### src/rtl/counter_ctrl_pkg.sv
// Shared types and constants for the counter sweep controller.
package counter_ctrl_pkg;

   localparam int unsigned DEF_NBITS_COUNT = 4;
   localparam int unsigned DEF_NBITS_PRESC = 8;

   typedef enum logic [1:0] {
      ST_IDLE = 2'd0,
      ST_LOAD = 2'd1,
      ST_RUN  = 2'd2,
      ST_DONE = 2'd3
   } state_e;

   localparam logic [1:0] OP_NOP  = 2'b00;
   localparam logic [1:0] OP_LOAD = 2'b01;
   localparam logic [1:0] OP_INC  = 2'b10;
   localparam logic [1:0] OP_DEC  = 2'b11;

endpackage

### src/rtl/step_prescaler.sv
// Down-counting step prescaler: ticks when the count is zero, then reloads.
module step_prescaler #(
   parameter int unsigned NBITS_PRESC = 8
) (
   input  logic                   clk,
   input  logic                   reset,
   input  logic [NBITS_PRESC-1:0] presc,
   input  logic                   clear,
   input  logic                   enable,
   output logic                   tick_c
);

   logic [NBITS_PRESC-1:0] pc_q;
   logic [NBITS_PRESC-1:0] pc_d;

   // Tick is a pure function of the current count so it never loops back through clear.
   assign tick_c = enable && (pc_q == '0);

   // Next count: reload on clear or after a tick, otherwise count down while enabled.
   always_comb begin
      pc_d = pc_q;
      if (clear) begin
         pc_d = presc;
      end else if (enable) begin
         if (pc_q == '0) begin
            pc_d = presc;
         end else begin
            pc_d = pc_q - NBITS_PRESC'(1);
         end
      end
   end

   // Count register with synchronous active-low reset.
   always_ff @(posedge clk) begin
      if (!reset) begin
         pc_q <= '0;
      end else begin
         pc_q <= pc_d;
      end
   end

endmodule

### src/rtl/counter_sweep_ctrl.sv
// Sweep controller for the up/down counter, with manual command arbitration.
module counter_sweep_ctrl
   import counter_ctrl_pkg::*;
#(
   parameter int unsigned NBITS_COUNT = DEF_NBITS_COUNT,
   parameter int unsigned NBITS_PRESC = DEF_NBITS_PRESC
) (
   input  logic                   clk_2,
   input  logic                   reset,
   input  logic                   start,
   input  logic                   stop,
   input  logic                   bounce,
   input  logic [NBITS_COUNT-1:0] lo_bound,
   input  logic [NBITS_COUNT-1:0] hi_bound,
   input  logic [NBITS_PRESC-1:0] presc,
   input  logic                   man_req,
   input  logic [1:0]             man_op,
   input  logic [NBITS_COUNT-1:0] man_data,
   output logic                   man_ack,
   output logic                   load,
   output logic [NBITS_COUNT-1:0] cnt_data,
   output logic                   counter_on,
   output logic                   count_up,
   output logic [NBITS_COUNT-1:0] pos,
   output logic                   busy,
   output logic                   done,
   output logic                   err
);

   state_e                 state_q, state_d;
   logic                   load_q, load_d;
   logic [NBITS_COUNT-1:0] cnt_data_q, cnt_data_d;
   logic                   counter_on_q, counter_on_d;
   logic                   count_up_q, count_up_d;
   logic [NBITS_COUNT-1:0] pos_q, pos_d;
   logic                   dir_q, dir_d;
   logic                   man_ack_q, man_ack_d;
   logic                   busy_q, busy_d;
   logic                   done_q, done_d;
   logic                   err_q, err_d;
   logic                   step_c, step_up_c;
   logic                   tick_c;
   logic                   presc_clear_c, presc_en_c;

   // Prescaler is reloaded during the LOAD cycle and runs only in RUN.
   assign presc_clear_c = (state_q == ST_LOAD);
   assign presc_en_c    = (state_q == ST_RUN);

   step_prescaler #(
      .NBITS_PRESC(NBITS_PRESC)
   ) u_presc (
      .clk    (clk_2),
      .reset  (reset),
      .presc  (presc),
      .clear  (presc_clear_c),
      .enable (presc_en_c),
      .tick_c (tick_c)
   );

   // Next-state and registered-output decode.
   always_comb begin
      state_d      = state_q;
      load_d       = 1'b0;
      cnt_data_d   = cnt_data_q;
      counter_on_d = 1'b0;
      count_up_d   = 1'b0;
      pos_d        = pos_q;
      dir_d        = dir_q;
      man_ack_d    = 1'b0;
      err_d        = err_q;
      step_c       = 1'b0;
      step_up_c    = 1'b0;

      case (state_q)
         ST_IDLE, ST_DONE: begin
            if (stop) begin
               state_d = ST_IDLE;
            end else if (start) begin
               if (lo_bound > hi_bound) begin
                  state_d = ST_DONE;
                  err_d   = 1'b1;
               end else begin
                  state_d    = ST_LOAD;
                  err_d      = 1'b0;
                  load_d     = 1'b1;
                  cnt_data_d = lo_bound;
                  pos_d      = lo_bound;
                  dir_d      = 1'b1;
               end
            end else if (man_req) begin
               man_ack_d = 1'b1;
               case (man_op)
                  OP_LOAD: begin
                     load_d     = 1'b1;
                     cnt_data_d = man_data;
                     pos_d      = man_data;
                  end
                  OP_INC: begin
                     step_c    = 1'b1;
                     step_up_c = 1'b1;
                  end
                  OP_DEC: begin
                     step_c    = 1'b1;
                     step_up_c = 1'b0;
                  end
                  default: ;
               endcase
            end
         end
         ST_LOAD: begin
            state_d = ST_RUN;
         end
         ST_RUN: begin
            if (stop) begin
               state_d = ST_IDLE;
            end else if (tick_c) begin
               if (dir_q) begin
                  if (pos_q < hi_bound) begin
                     step_c    = 1'b1;
                     step_up_c = 1'b1;
                  end else if (bounce && (hi_bound > lo_bound)) begin
                     dir_d     = 1'b0;
                     step_c    = 1'b1;
                     step_up_c = 1'b0;
                  end else if (!bounce) begin
                     state_d = ST_DONE;
                  end
               end else begin
                  if (pos_q > lo_bound) begin
                     step_c    = 1'b1;
                     step_up_c = 1'b0;
                  end else begin
                     dir_d     = 1'b1;
                     step_c    = 1'b1;
                     step_up_c = 1'b1;
                  end
               end
            end
         end
         default: state_d = ST_IDLE;
      endcase

      // A step strobe moves the shadow position together with the counter.
      if (step_c) begin
         counter_on_d = 1'b1;
         count_up_d   = step_up_c;
         pos_d        = step_up_c ? (pos_q + NBITS_COUNT'(1)) : (pos_q - NBITS_COUNT'(1));
      end

      busy_d = (state_d == ST_LOAD) || (state_d == ST_RUN);
      done_d = (state_d == ST_DONE);
   end

   // State and output registers with synchronous active-low reset.
   always_ff @(posedge clk_2) begin
      if (!reset) begin
         state_q      <= ST_IDLE;
         load_q       <= 1'b0;
         cnt_data_q   <= '0;
         counter_on_q <= 1'b0;
         count_up_q   <= 1'b0;
         pos_q        <= '0;
         dir_q        <= 1'b1;
         man_ack_q    <= 1'b0;
         busy_q       <= 1'b0;
         done_q       <= 1'b0;
         err_q        <= 1'b0;
      end else begin
         state_q      <= state_d;
         load_q       <= load_d;
         cnt_data_q   <= cnt_data_d;
         counter_on_q <= counter_on_d;
         count_up_q   <= count_up_d;
         pos_q        <= pos_d;
         dir_q        <= dir_d;
         man_ack_q    <= man_ack_d;
         busy_q       <= busy_d;
         done_q       <= done_d;
         err_q        <= err_d;
      end
   end

   assign man_ack    = man_ack_q;
   assign load       = load_q;
   assign cnt_data   = cnt_data_q;
   assign counter_on = counter_on_q;
   assign count_up   = count_up_q;
   assign pos        = pos_q;
   assign busy       = busy_q;
   assign done       = done_q;
   assign err        = err_q;

endmodule

### config.mk
export PLATFORM = sky130hd
export DESIGN_NAME = counter_sweep_ctrl
export DESIGN_NICKNAME = d
export VERILOG_FILES = /design/src/rtl/counter_ctrl_pkg.sv /design/src/rtl/step_prescaler.sv /design/src/rtl/counter_sweep_ctrl.sv
export SDC_FILE = /design/constraint.sdc
export NUM_CORES = 1
export LEC_CHECK = 0
export BUFFER_PORTS_ARGS = -buffer_cell sky130_fd_sc_hd__buf_2
export CORE_UTILIZATION = 50
export CTS_BUF_LIST = sky130_fd_sc_hd__clkbuf_4
export DETAILED_ROUTE_END_ITERATION = 6
export PLACE_DENSITY_LB_ADDON = 0.3
export SLEW_MARGIN = 40
export SYNTH_ARGS = -nofsm -noshare
export SYNTH_HDL_FRONTEND = slang
export SYNTH_SLANG_ARGS = --single-unit
### constraint.sdc
create_clock -name clk_2 -period 3.6 [get_ports clk_2]
set_input_delay 0.18 -clock clk_2 [delete_from_list [all_inputs] [get_ports clk_2]]
set_output_delay 0.18 -clock clk_2 [all_outputs]
set_load 0.02 [all_outputs]
After elaboration in Yosys (flattened, before gate mapping)
Cells that the tools add are included.
Widths: inputs -> output; s select.

word-level totals
  register bits = 26
  word-level logic and storage cells = 117
  output and inout bits = 15
  bits of input ports = 28

operators by class
  equal/unequal tests = 17
  muxes and demuxes = 57
  add/subtract/negate cells = 3
  bitwise operators = 3
  $lt $le $gt $ge = 4
  reductions and logical operators = 21

operator list
  cell                 number
  $mux 1               33
  $mux 4               8
  $mux 8               3
  $mux 2               9
  $eq 2x2->1 const B   6
  $gt 4x4->1           3
  $ne 2x2->1 const B   6
  $reduce_and 5->1     2
  $reduce_bool 2->1    5
  $logic_not 8->1      1
  $sub 8x1->8 const B  1
  $eq 2x1->1 const B   3
  $pmux 1 s2           3
  $pmux 2 s3           1
  $reduce_and 6->1     1
  $reduce_bool 3->1    2
  $add 4x1->4 const B  1
  $lt 4x4->1           1
  $reduce_or 2->1      2
  $reduce_or 4->1      1
  $sub 4x1->4 const B  1
  $ne 3x3->1 const B   1
  $not 1->1            3
  $reduce_and 3->1     1
  6 further kinds      7

Longest topological paths before layout
Gate-level depths: netlist of the first run.

  depth after elaboration = 10
  gate-level depth with buffers = 13
  gate-level depth less buffers = 13

Modules after synthesis
A second synthesis of the first run with hierarchy kept.

second synthesis, totals
  cell total of the unflattened synthesis = 216
  area total of the unflattened synthesis = 1891.8 µm²

modules (own cells, without submodules)
  module              instances  sequential area each (µm²)  cells an instance  area an instance (µm²)
  counter_sweep_ctrl  1          360.3                       147                1306.3
  step_prescaler      1          160.2                       69                 585.6

Worst setup path after synthesis of the first run
No wires, ideal clock.

  path kind = reg-to-reg
  start = reg pos_q[1], in the netlist pos[1]
  end = reg pos_q[3], in the netlist pos[3]
  data arrival time = 2.799 ns
  cell stages (with the launch flop) = 12
  library setup time = 0.119 ns
  path slack = 0.682 ns
  buffers on the path = 0
  clock period less this slack = 2.918 ns
  required time = 3.481 ns
  cells stage by stage = dfxtp_1 ha_1 a2111oi_4 nor2_2 o32ai_4 nand2_1 ha_1 a21o_1 a21oi_1 xnor2_1 and2_1 o221a_1

between the ends
  word-level cells in the longest chain between the ends = 8
  elaborated cells on any way between the ends = 23
  classes of those cells = 2 x add/sub; 2 x order compare; 2 x eq/ne; 13 x mux; 4 x reduce/logical

RTL lines
  item                                                  line                                                  text
  start, declared                                       counter_sweep_ctrl.sv:35                              logic [NBITS_COUNT-1:0] pos_q, pos_d;
  start signal, assigned                                counter_sweep_ctrl.sv:174                             pos_q <= pos_d;
  $lt 4x4->1 or $gt 4x4->1 (tied branches)              counter_sweep_ctrl.sv:118, counter_sweep_ctrl.sv:129
  $mux 1, on equally long branches                      counter_sweep_ctrl.sv:118, counter_sweep_ctrl.sv:129
  $mux 1                                                counter_sweep_ctrl.sv:117                             if (dir_q) begin
  $mux 1                                                counter_sweep_ctrl.sv:116                             end else if (tick_c) begin
  $mux 1                                                counter_sweep_ctrl.sv:114                             if (stop) begin
  $pmux 1 s2                                            counter_sweep_ctrl.sv:74                              case (state_q)
  $ne 3x3->1 (no line) (tied with other cells)          --
  $reduce_and 5->1 (no line) or $mux 4 (tied branches)  --

Several ways; a longest one is shown, not always the timed one.
A chain may end at the register's enable or synchronous reset.

Final worst setup path of the first run
Same ends and word-level chain as after synthesis.

==> flow_metrics.tcl, run 1 <==
set metrics [dict create \
    final.min_clock_period_ns 3.02 \
    period_share_pct 84.0 \
    place_inst 299 \
    tightest_slew_ns 0.523 \
    ys_async_sr_fraction_pct 0 \
    ir_drop_uv 602 \
    area_growth_pct 14.2 \
    wl_met1_um 2000 \
    cts_tree "yes" \
    relSlewSlack_pct 65.1 \
    coreArea_sq_um 3440 \
    cts-buffers-inserted 3 \
    final_util_pct 61.3 \
    layout.nets 305 \
    critPathRequiredTime_ns 3.83 \
    wire_per_inst_um 13.9 \
    clock_sinks 26 \
    max_freq_ghz 0.331 \
    holdWs_ns 0.119 \
    overflow 0 \
    power_density_nw_per_um2 641 \
    maxCapViolations 0 \
    first_pass_iters 4 \
    ant_nets 0 \
    p_leak_nw 0.972 \
    setup_viol_count_final 0 \
    tns_ns 0 \
    antenna_cells 0 \
    place_congestion 0.788 \
    maxSlewViolCount 0 \
    cp_cell_sequence "ha_1, a2111oi_4, nor2_2, o32ai_4, nand2_1, ha_1, a21o_1, a21oi_1, xnor2_1, and2_1, o221a_1" \
    post_cts_buffers 0 \
    slowest_stage "dfxtp_1" \
    insertion_delay_ns 0.32 \
    die_area_sq_um 3940 \
    syn-cell-area_sq_um 1850 \
    io_pins 43 \
    path_class "register to register" \
    fin_skew_ns 0.00128 \
    die_y_um 62.8 \
    port_buffers 42 \
    placementRows 21 \
    status "finished, final reports clean" \
    synthesis.nets 264 \
    cp_common_cell "ha_1" \
    grt_pass1_wl_um 7280 \
    drtIter0Drc 86 \
    grt_antenna_before_repair 0 \
    arrival_ns 3.26 \
    wl_met2_um 1920 \
    rsz0062_at_grt "no" \
    worstHoldPathType "input pin to register" \
    cts_root_buf "clkbuf_4" \
    vias 1710 \
    yosysWarnings 0 \
    grt_pass1_vias 1619 \
    grt_max_degree 16 \
    fill_cells 307 \
    via_per_inst 5.64 \
    path_delay_family "compound AO/OA/AOI/OAI gates" \
    clk_pin_slew_ns 0.14 \
    drt-total-wl_um 4220 \
    max_stage_delay_ns 0.50 \
    setup_ws_ns 0.576 \
    die_w_um 62.8 \
    pre_cts_slack_ns 0.612 \
    start_util_pct 53.6 \
    synth_edf_count 0 \
    holdBufCountCts 0 \
    critical_path_buf_inv_count 0 \
    critPathMaxFanout 6 \
    ys_types 53 \
    final_layout_size_suffix_gt1_share_pct 26.1 \
    post-route-drc-count 0 \
    stdcell_count 303 \
    wl_met3_um 260 \
    grtUsageTotal_pct 22.8 \
    synthCells 217 \
    hold_viol 0 \
    crit_path_start_kind "register" \
    top_layer_used "met4" \
    ys_seq_area_share_pct 28.2 \
    htree_levels 1 \
    ys.flop_type "dfxtp_1" \
    dpl.hpwl_um 3200 \
    synth-seq-cells 26 \
    syn_avg_cell_area_sq_um 8.50 \
    worst_setup_path_end_kind "register" \
    cts_buffer_depth 2 \
    cts_resized 0 \
]
[cell usage in the layout, fill, tap and decap left out, drive strengths merged, types with 2 or more instances in the layout]
| cell type | n |
|---|---|
| clkbuf | 3 |
| o211ai | 6 |
| nor3 | 6 |
| dfxtp | 26 |
| nor2 | 16 |
| xnor2 | 2 |
| buf | 43 |
| inv | 18 |
| and2 | 6 |
| mux2i | 3 |
| a21oi | 23 |
| a21o | 3 |
| nand2 | 17 |
| ha | 18 |
| o21ai | 16 |
| nand4 | 3 |
| a31oi | 3 |
| nand2b | 2 |
| nor2b | 4 |
| nor4 | 3 |
| clkinv | 2 |
| nand3 | 2 |
| nand3b | 4 |
| a211oi | 5 |
| o21a | 7 |
[power by group]
group	switching (mW)	internal, mW
Clock	0.0887	0.0407
Sequential	0.0806	0.357
Combinational	0.467	0.317
Total	0.636	0.715
[logic make-up after synthesis]
kind of cell / Yosys count / share of synthesized area (%)
flops: 26 / 28.2
fa+ha+maj: 19 / 13.3
xor+xnor: 2 / 0.949
buf+inv: 26 / 6.17
simple gates: 69 / 22.3
compound gates: 71 / 26.8
mux: 4 / 2.24
[cells in the mapped netlist (2+ instances only)]
master    number  area [sq um]
nor2_1        15          56.3
nand3b_1       4          30.0
nor2b_1        4          25.0
inv_1         17          63.8
xnor2_1        2          17.5
o21ai_0       14          70.1
a31oi_1        3          18.8
o211ai_1       5          37.5
mux2i_1        3          30.0
ha_1          18           225
clkbuf_1       4          15.0
a21oi_1       22           110
nand4_1        3          18.8
o21ai_1        2          10.0
a211oi_1       5          37.5
o21a_1         7          52.6
nand2_1       15          56.3
nor3_1         6          30.0
dfxtp_1       26           521
buf_6          2          22.5
and2_1         4          25.0
and2_2         2          15.0
a21o_1         3          22.5
nor4_1         2          12.5
[stage by stage]
step / total power, mW / cell area (sq um)
2_1_floorplan: 1.05 / 1850
3_3_place_gp: 1.20 / 2080
3_5_place_dp: 1.21 / 2080
4_1_cts: 1.34 / 2100
5_1_grt: 1.48 / 2110
6_report: 1.35 / 2110
[final cells by class]
cell class                      count  area [sq um]  area share [%]
Clock inverter                      1          3.75           0.178
Multi-Input combinational cell    165          1210            57.6
Sequential cell                    26           520            24.7
Timing Repair Buffer               43           218            10.3
Tap cell                           46          57.6            2.73
Clock buffer                        3          22.5            1.07
Inverter                           19          71.3            3.38
[layer usage]
metal,vias to the layer above,GRT usage [%]
li1,860,-
met2,56,38.3
met1,790,29.9
met3,4,4.01
met4,0,5.81
met5,-,0
[flip-flops by register name (all words and copies together), names as in the netlist]
signal / count
err: 1
cnt_data: 4
busy: 1
count_up: 1
dir_q: 1
counter_on: 1
load: 1
pos: 4
done: 1
state_q: 2
u_presc.pc_q: 8
man_ack: 1
[worst paths after layout]
path         cells after the start  startpoint  slack (ns)          to
min                              2        stop        0.12  state_q[0]
max                             11      pos[1]        0.58      pos[3]
max reg2reg                     11      pos[1]        0.58      pos[3]
min reg2reg                      2         err        0.47         err
(Power assumes the default switching activity.)
==> inputs of run 2 (changes only) <==
--- a/config.mk
+++ b/config.mk
@@ -5,6 +5,7 @@
 export SDC_FILE = /design/constraint.sdc
 export NUM_CORES = 1
 export LEC_CHECK = 0
+export ABC_AREA = 1
 export BUFFER_PORTS_ARGS = -buffer_cell sky130_fd_sc_hd__buf_2
 export CORE_UTILIZATION = 50
 export CTS_BUF_LIST = sky130_fd_sc_hd__clkbuf_4
==> constraint.sdc (replaced) <==
create_clock -name clk_2 -period 2.75 [get_ports clk_2]
set_input_delay 0.1375 -clock clk_2 [delete_from_list [all_inputs] [get_ports clk_2]]
set_output_delay 0.1375 -clock clk_2 [all_outputs]
set_load 0.02 [all_outputs]
==> run 2 against run 1 <==
Effect of this change: hold slack worse by 0.061 ns; via count up 6.7%; non-clock buffer count up 8; fmax up 19%; die area down 1.8%; combinational power down 11%; synthesized cell count up 24%; clock skew up 0.00097 ns; routed wire length down 2.3%; area after synthesis down 1.8%; cell count up 21%; register-to-register slack worse by 0.37 ns; critical endpoint unchanged.
==> flow_metrics.tcl, run 2 <==
set metrics [dict create \
    drt-total-wl_um 4120 \
    max_freq_ghz 0.393 \
    post-route-drc-count 0 \
    wire_per_inst_um 11.3 \
    p_sw_share_pct 41.1 \
    slowest_stage "dfxtp_2" \
    fin_skew_ns 0.00225 \
    worstHoldStart "man_req" \
    final_cell_mix "nand2_1, buf_2, inv_1, a21oi_1, dfxtp_1" \
    die_w_um 62.2 \
    ys_async_sr_fraction_pct 0 \
    hold-path-endpoint "man_ack" \
    r2r_slack_ns 0.21 \
    clock_sinks 26 \
    via_per_inst 4.98 \
    relSlewSlack_pct 68.3 \
    vias 1824 \
    synthCells 270 \
    crit_path_start_kind "register" \
    rr_startpoint "state_q[0]" \
    place_congestion 0.859 \
    largest_reg_flops 8 \
    grt_pass1_vias 1639 \
    critPathRequiredTime_ns 3.01 \
    combPwrFrac_pct 48.8 \
    arrival_ns 2.80 \
    antenna_cells 0 \
    yosysWarnings 0 \
    p_leak_nw 1.19 \
    cts_tree "yes" \
    final_util_pct 65.5 \
    ir_drop_uv 480 \
    ys_types 32 \
    cts-buffers-inserted 3 \
    regMostFlops "u_presc.pc_q" \
    status "finished, final reports clean" \
    synth-seq-cells 26 \
    hold_depth 3 \
    syn_avg_cell_area_sq_um 6.71 \
    p_int_mw 0.846 \
    grt_max_degree 18 \
    multi_input_area_sq_um 1150 \
    ys_seq_area_share_pct 28.7 \
    yosysMostFrequentCell "nand2_1" \
    htree_levels 1 \
    start_util_pct 53.0 \
    worstHoldPathType "input pin to register" \
    synthesis.nets 317 \
    rr_endpoint "pos[3]" \
    dpl.hpwl_um 3190 \
    placementRows 21 \
    die_y_um 62.2 \
    first_pass_iters 4 \
    place_area_sq_um 2080 \
    maxCapViolations 0 \
    ant_nets 0 \
    setup_viol_count_final 0 \
    p_sw_mw 0.590 \
    layout_commonest_cell "nand2_1" \
    ys.flop_type "dfxtp_1" \
    max_stage_delay_ns 0.36 \
    io_pins 43 \
    stdcell_area_sq_um 2240 \
    final.min_clock_period_ns 2.54 \
    power_mw 1.44 \
    clk_pin_slew_ns 0.14 \
    grt_antenna_before_repair 0 \
    p_clk_share_pct 18.4 \
    tightest_slew_ns 0.473 \
    maxSlewViolCount 0 \
    final_layout_size_suffix_gt1_share_pct 26.9 \
    path_class "register to register" \
    cts_buffer_depth 2 \
    port_buffers 42 \
    synth_top_area_share_pct 28.7 \
    insertion_delay_ns 0.32 \
    power_density_nw_per_um2 642 \
    grtUsageTotal_pct 21.1 \
    overflow 0 \
    ys_top_cells_by_area "dfxtp_1, nand2_1, ha_1" \
    yosysTopAreaCell "dfxtp_1" \
    hold_viol 0 \
    p_seq_share_pct 32.8 \
    fill_cells 315 \
    tns_ns 0 \
    cp_cell_sequence "inv_1, ha_2, nand2_2, inv_1, nand4_1, nor2_1, inv_1, nand2_2, nand2_4, ha_4, a21oi_2, nand2_1, or2_2, nand2_2, inv_1, nand3_1, nand2_1, nand2_1, nand2_2, a21oi_2" \
    coreArea_sq_um 3420 \
    drtIter0Drc 92 \
    holdBufCountCts 0 \
    period_share_pct 92.4 \
    area_growth_pct 23.5 \
    layout.nets 368 \
    die_area_sq_um 3870 \
    worst_setup_path_end_kind "register" \
    synth_edf_count 0 \
    cts_root_buf "clkbuf_4" \
    synth_common_cells "nand2_1, inv_1, a21oi_1, dfxtp_1, o21ai_0" \
    syn-cell-area_sq_um 1810 \
    critPathMaxFanout 3 \
    grt_pass1_wl_um 6670 \
    reg2regPathDepth 20 \
    ff_latch_area_sq_um 531 \
]
run 2: cell count changes after synthesis, sizes merged, moves of 5 or more:
cell and change:
nand2 +64, inv +26, nand3 +11, a21oi +7
and2 -6, o21a -6, a211oi -5, o21ai +5
run 2: routing by layer:
metal,wire length (um),GRT usage (%)
met5,0,0
met4,58,7.56
met3,200,3.86
met2,2040,37.6
met1,1820,25.0
run 2: power by group through the flow:
| stage | sequential [mW] | combinational [mW] | clock [mW] |
|---|---|---|---|
| 6_report | 0.471 | 0.700 | 0.265 |
| 5_1_grt | 0.478 | 0.799 | 0.289 |
| 4_1_cts | 0.470 | 0.654 | 0.270 |
| 3_5_place_dp | 0.478 | 0.650 | 0 |
| 3_3_place_gp | 0.477 | 0.635 | 0 |
| 2_1_floorplan | 0.497 | 0.476 | 0 |
run 2: worst max-delay path by stage:
| stage | startpoint | endpoint | slack, ns | cells after the start |
|---|---|---|---|---|
| 4_1_cts | pos[3] | pos[3] | 0.03 | 20 |
| 5_1_grt | state_q[0] | pos[3] | -0.04 | 20 |
| 2_1_floorplan | pos[0] | pos[3] | 0.1 | 20 |
| 3_5_place_dp | pos[0] | pos[3] | 0.02 | 20 |
| 3_3_place_gp | pos[0] | pos[3] | 0.13 | 20 |
| 6_report | state_q[0] | pos[3] | 0.21 | 20 |
run 2: per-stage QoR:
stage,hold WS (ns),instances,setup slack (ns)
2_1_floorplan,0.277,270,0.0961
3_3_place_gp,0.415,359,0.127
3_5_place_dp,0.412,359,0.0161
4_1_cts,0.0541,363,0.0338
5_1_grt,0.0685,366,-0.0396
6_report,0.0573,366,0.209
run 2: final cells by class:
cell class / count / area share (%)
multi-input cells: 194 / 51.4
flip-flops and latches: 26 / 23.7
repair buffers: 51 / 12.4
clock buffers: 3 / 1.01
inverters: 45 / 7.55
clock inverters: 1 / 1.34
well taps: 46 / 2.57
run 2: repair_timing:
action	CTS	global route
gates resized for setup	1	22
gates cloned	0	0
buffers inserted	0	3
hold endpoints to repair	0	0
endpoints found under the setup margin	1	1
pin swaps	0	7
run 2: worst max-delay path, delay by kind of cell (launching register included):
| family | cells | cell delay (ns) |
|---|---|---|
| buffers and inverters | 4 | 0.25 |
| and+or+nand+nor | 12 | 1.09 |
| DFF | 1 | 0.36 |
| AOI/OAI and AO/OA | 2 | 0.20 |
| adders and majority gates | 2 | 0.56 |
run 2: cells by family (layout without fill, tap and decap cells):
logic type | after synthesis | count (layout) | share of synthesized area, %
xor+xnor | 2 | 2 | 0.967
flops | 26 | 26 | 28.7
fa+ha+maj | 19 | 19 | 13.5
buf+inv | 50 | 100 | 11.5
compound gates | 59 | 59 | 18.3
simple gates | 114 | 114 | 26.9
==> inputs of run 3 (changes only) <==
--- a/config.mk
+++ b/config.mk
@@ -5,7 +5,6 @@
 export SDC_FILE = /design/constraint.sdc
 export NUM_CORES = 1
 export LEC_CHECK = 0
-export ABC_AREA = 1
 export BUFFER_PORTS_ARGS = -buffer_cell sky130_fd_sc_hd__buf_2
 export CORE_UTILIZATION = 50
 export CTS_BUF_LIST = sky130_fd_sc_hd__clkbuf_4
==> run 3 against run 2 <==
Effect of this change: global-route usage up 2.7 points; sequential cell count unchanged; first-iteration DRC count up 92%; fmax down 5.4%; setup slack worse by 0.15 ns; hold slack better by 0.030 ns; critical endpoint unchanged; largest cell class unchanged.
==> flow_metrics.tcl, run 3 (synthesized netlist as in run 1, its figures left out) <==
set metrics [dict create \
    status "finished, final reports clean" \
    holdBufCountCts 0 \
    fin_skew_ns 0.00652 \
    die_w_um 62.8 \
    p_leak_nw 1.06 \
    power_density_nw_per_um2 891 \
    ir_drop_uv 558 \
    insertion_delay_ns 0.33 \
    wire_per_inst_um 14.4 \
    setup_viol_count_final 0 \
    path_class "register to register" \
    r2r_slack_ns 0.06 \
    regMostFlops "u_presc.pc_q" \
    fill_cells 290 \
    post-route-drc-count 0 \
    slowest_stage "dfxtp_4" \
    arrival_ns 2.92 \
    maxCapViolations 0 \
    maxSlewViolCount 0 \
    rr_endpoint "pos[3]" \
    ant_nets 0 \
    crit_path_start_kind "register" \
    via_per_inst 5.71 \
    grtUsageTotal_pct 23.8 \
    layout_commonest_cell "buf_2" \
    dpl.hpwl_um 3270 \
    pre_cts_slack_ns 0.0154 \
    die_y_um 62.8 \
    clock_sinks 26 \
    cts_buffer_depth 2 \
    period_share_pct 97.7 \
    hold-path-endpoint "state_q[0]" \
    tightest_slew_ns 0.499 \
    cts_root_buf "clkbuf_4" \
    grt_pass1_vias 1658 \
    antenna_cells 0 \
    rr_startpoint "pos[1]" \
    final.min_clock_period_ns 2.69 \
    reg2regPathDepth 11 \
    cp_cell_sequence "ha_4, a2111oi_4, nor2_2, o32ai_4, nand2_2, ha_1, a21o_1, a21oi_2, xnor2_2, and2_1, o221a_1" \
    power_mw 2.05 \
    hold_depth 2 \
    grt_max_degree 16 \
    overflow 0 \
    area_growth_pct 24.4 \
    start_util_pct 53.6 \
    drt-total-wl_um 4550 \
    relSlewSlack_pct 66.7 \
    final_layout_size_suffix_gt1_share_pct 33.8 \
    startpoint "pos[1]" \
    setup_ws_ns 0.0632 \
    hold_viol 0 \
    worstHoldStart "stop" \
    placementRows 21 \
    critPathRequiredTime_ns 2.98 \
    stdcell_count 315 \
    grt_antenna_before_repair 0 \
    coreArea_sq_um 3440 \
    grt_pass1_wl_um 7480 \
    port_buffers 42 \
    max_freq_ghz 0.372 \
    layout.nets 317 \
    final_cell_mix "buf_2, dfxtp_1, a21oi_1, inv_1" \
    io_pins 43 \
    worst_setup_path_end_kind "register" \
    die_area_sq_um 3940 \
    place_inst 307 \
    place_congestion 0.814 \
    vias 1798 \
    first_pass_iters 4 \
    max_stage_delay_ns 0.40 \
    drtIter0Drc 177 \
    worstHoldPathType "input pin to register" \
    htree_levels 1 \
    clk_pin_slew_ns 0.14 \
    cts_tree "yes" \
    critPathMaxFanout 3 \
    largest_reg_flops 8 \
    cts-buffers-inserted 3 \
]
[run 3: changes by cell type in the layout (fill, tap and decap cells not counted), moves of 6 or more]
cell,previous run,this run
inv_1,40,17
nand2_1,72,14
a21oi_1,26,20
o21a_1,1,7
o21ai_0,20,13
nand3_1,12,1
[run 3: routing by layer]
| layer | routed length (um) | global-route usage, % | part of all wire (%) |
|---|---|---|---|
| met4 | 51 | 8.14 | 1.1 |
| met5 | 0 | 0 | 0 |
| met3 | 271 | 4.20 | 6.0 |
| met2 | 2180 | 37.5 | 48 |
| met1 | 2050 | 32.5 | 45 |
[run 3: worst max path at each step]
stage	endpoint	slack, ns	depth (start not counted)
detailed placement	pos[3]	0.02	11
finish	pos[3]	0.06	11
global placement	pos[3]	0.07	11
floorplan	pos[3]	0.003	11
CTS	pos[3]	0.002	11
global route	pos[3]	-0.09	12
[run 3: critical path, delay by kind of cell, from the launching register on]
family / cells / cell delay, ns
flip-flops: 1 / 0.40
XOR/XNOR: 1 / 0.10
AND/OR/NAND/NOR: 3 / 0.35
AO/OA/AOI/OAI: 5 / 1.25
adder cells (fa/ha/maj): 2 / 0.50
[run 3: report_power, final]
part	leakage (nW)	internal (mW)	switching [mW]
Sequential	0.215	0.472	0.110
Clock	0.0279	0.147	0.118
Combinational	0.813	0.529	0.669
[run 3: metrics by stage]
step / setup TNS (ns) / instance area, sq um / util, % / hold slack (ns)
after global routing: -0.0906 / 2300 / 66.7 / 0.0951
after detailed placement: 0 / 2140 / 62.3 / 0.437
after global placement: 0 / 2140 / 62.3 / 0.434
after CTS: 0 / 2200 / 63.8 / 0.0851
after floorplan: 0 / 1850 / - / 0.216
final: 0 / 2300 / 66.7 / 0.0873
[run 3: timing repair]
item	4_1_cts	5_1_grt
resized for setup	0	11
endpoints found under the hold margin	0	0
buffers inserted	0	4
endpoints found under the setup margin	0	1
[run 3: area by class of cell]
class | instances | area (sq um) | area share [%]
Multi-Input combinational cell | 165 | 1280 | 55.6
Clock buffer | 3 | 22.5 | 0.981
Clock inverter | 1 | 30.0 | 1.31
Timing Repair Buffer | 55 | 308 | 13.4
Inverter | 19 | 71.3 | 3.11
Sequential cell | 26 | 531 | 23.1
Tap cell | 46 | 57.6 | 2.51
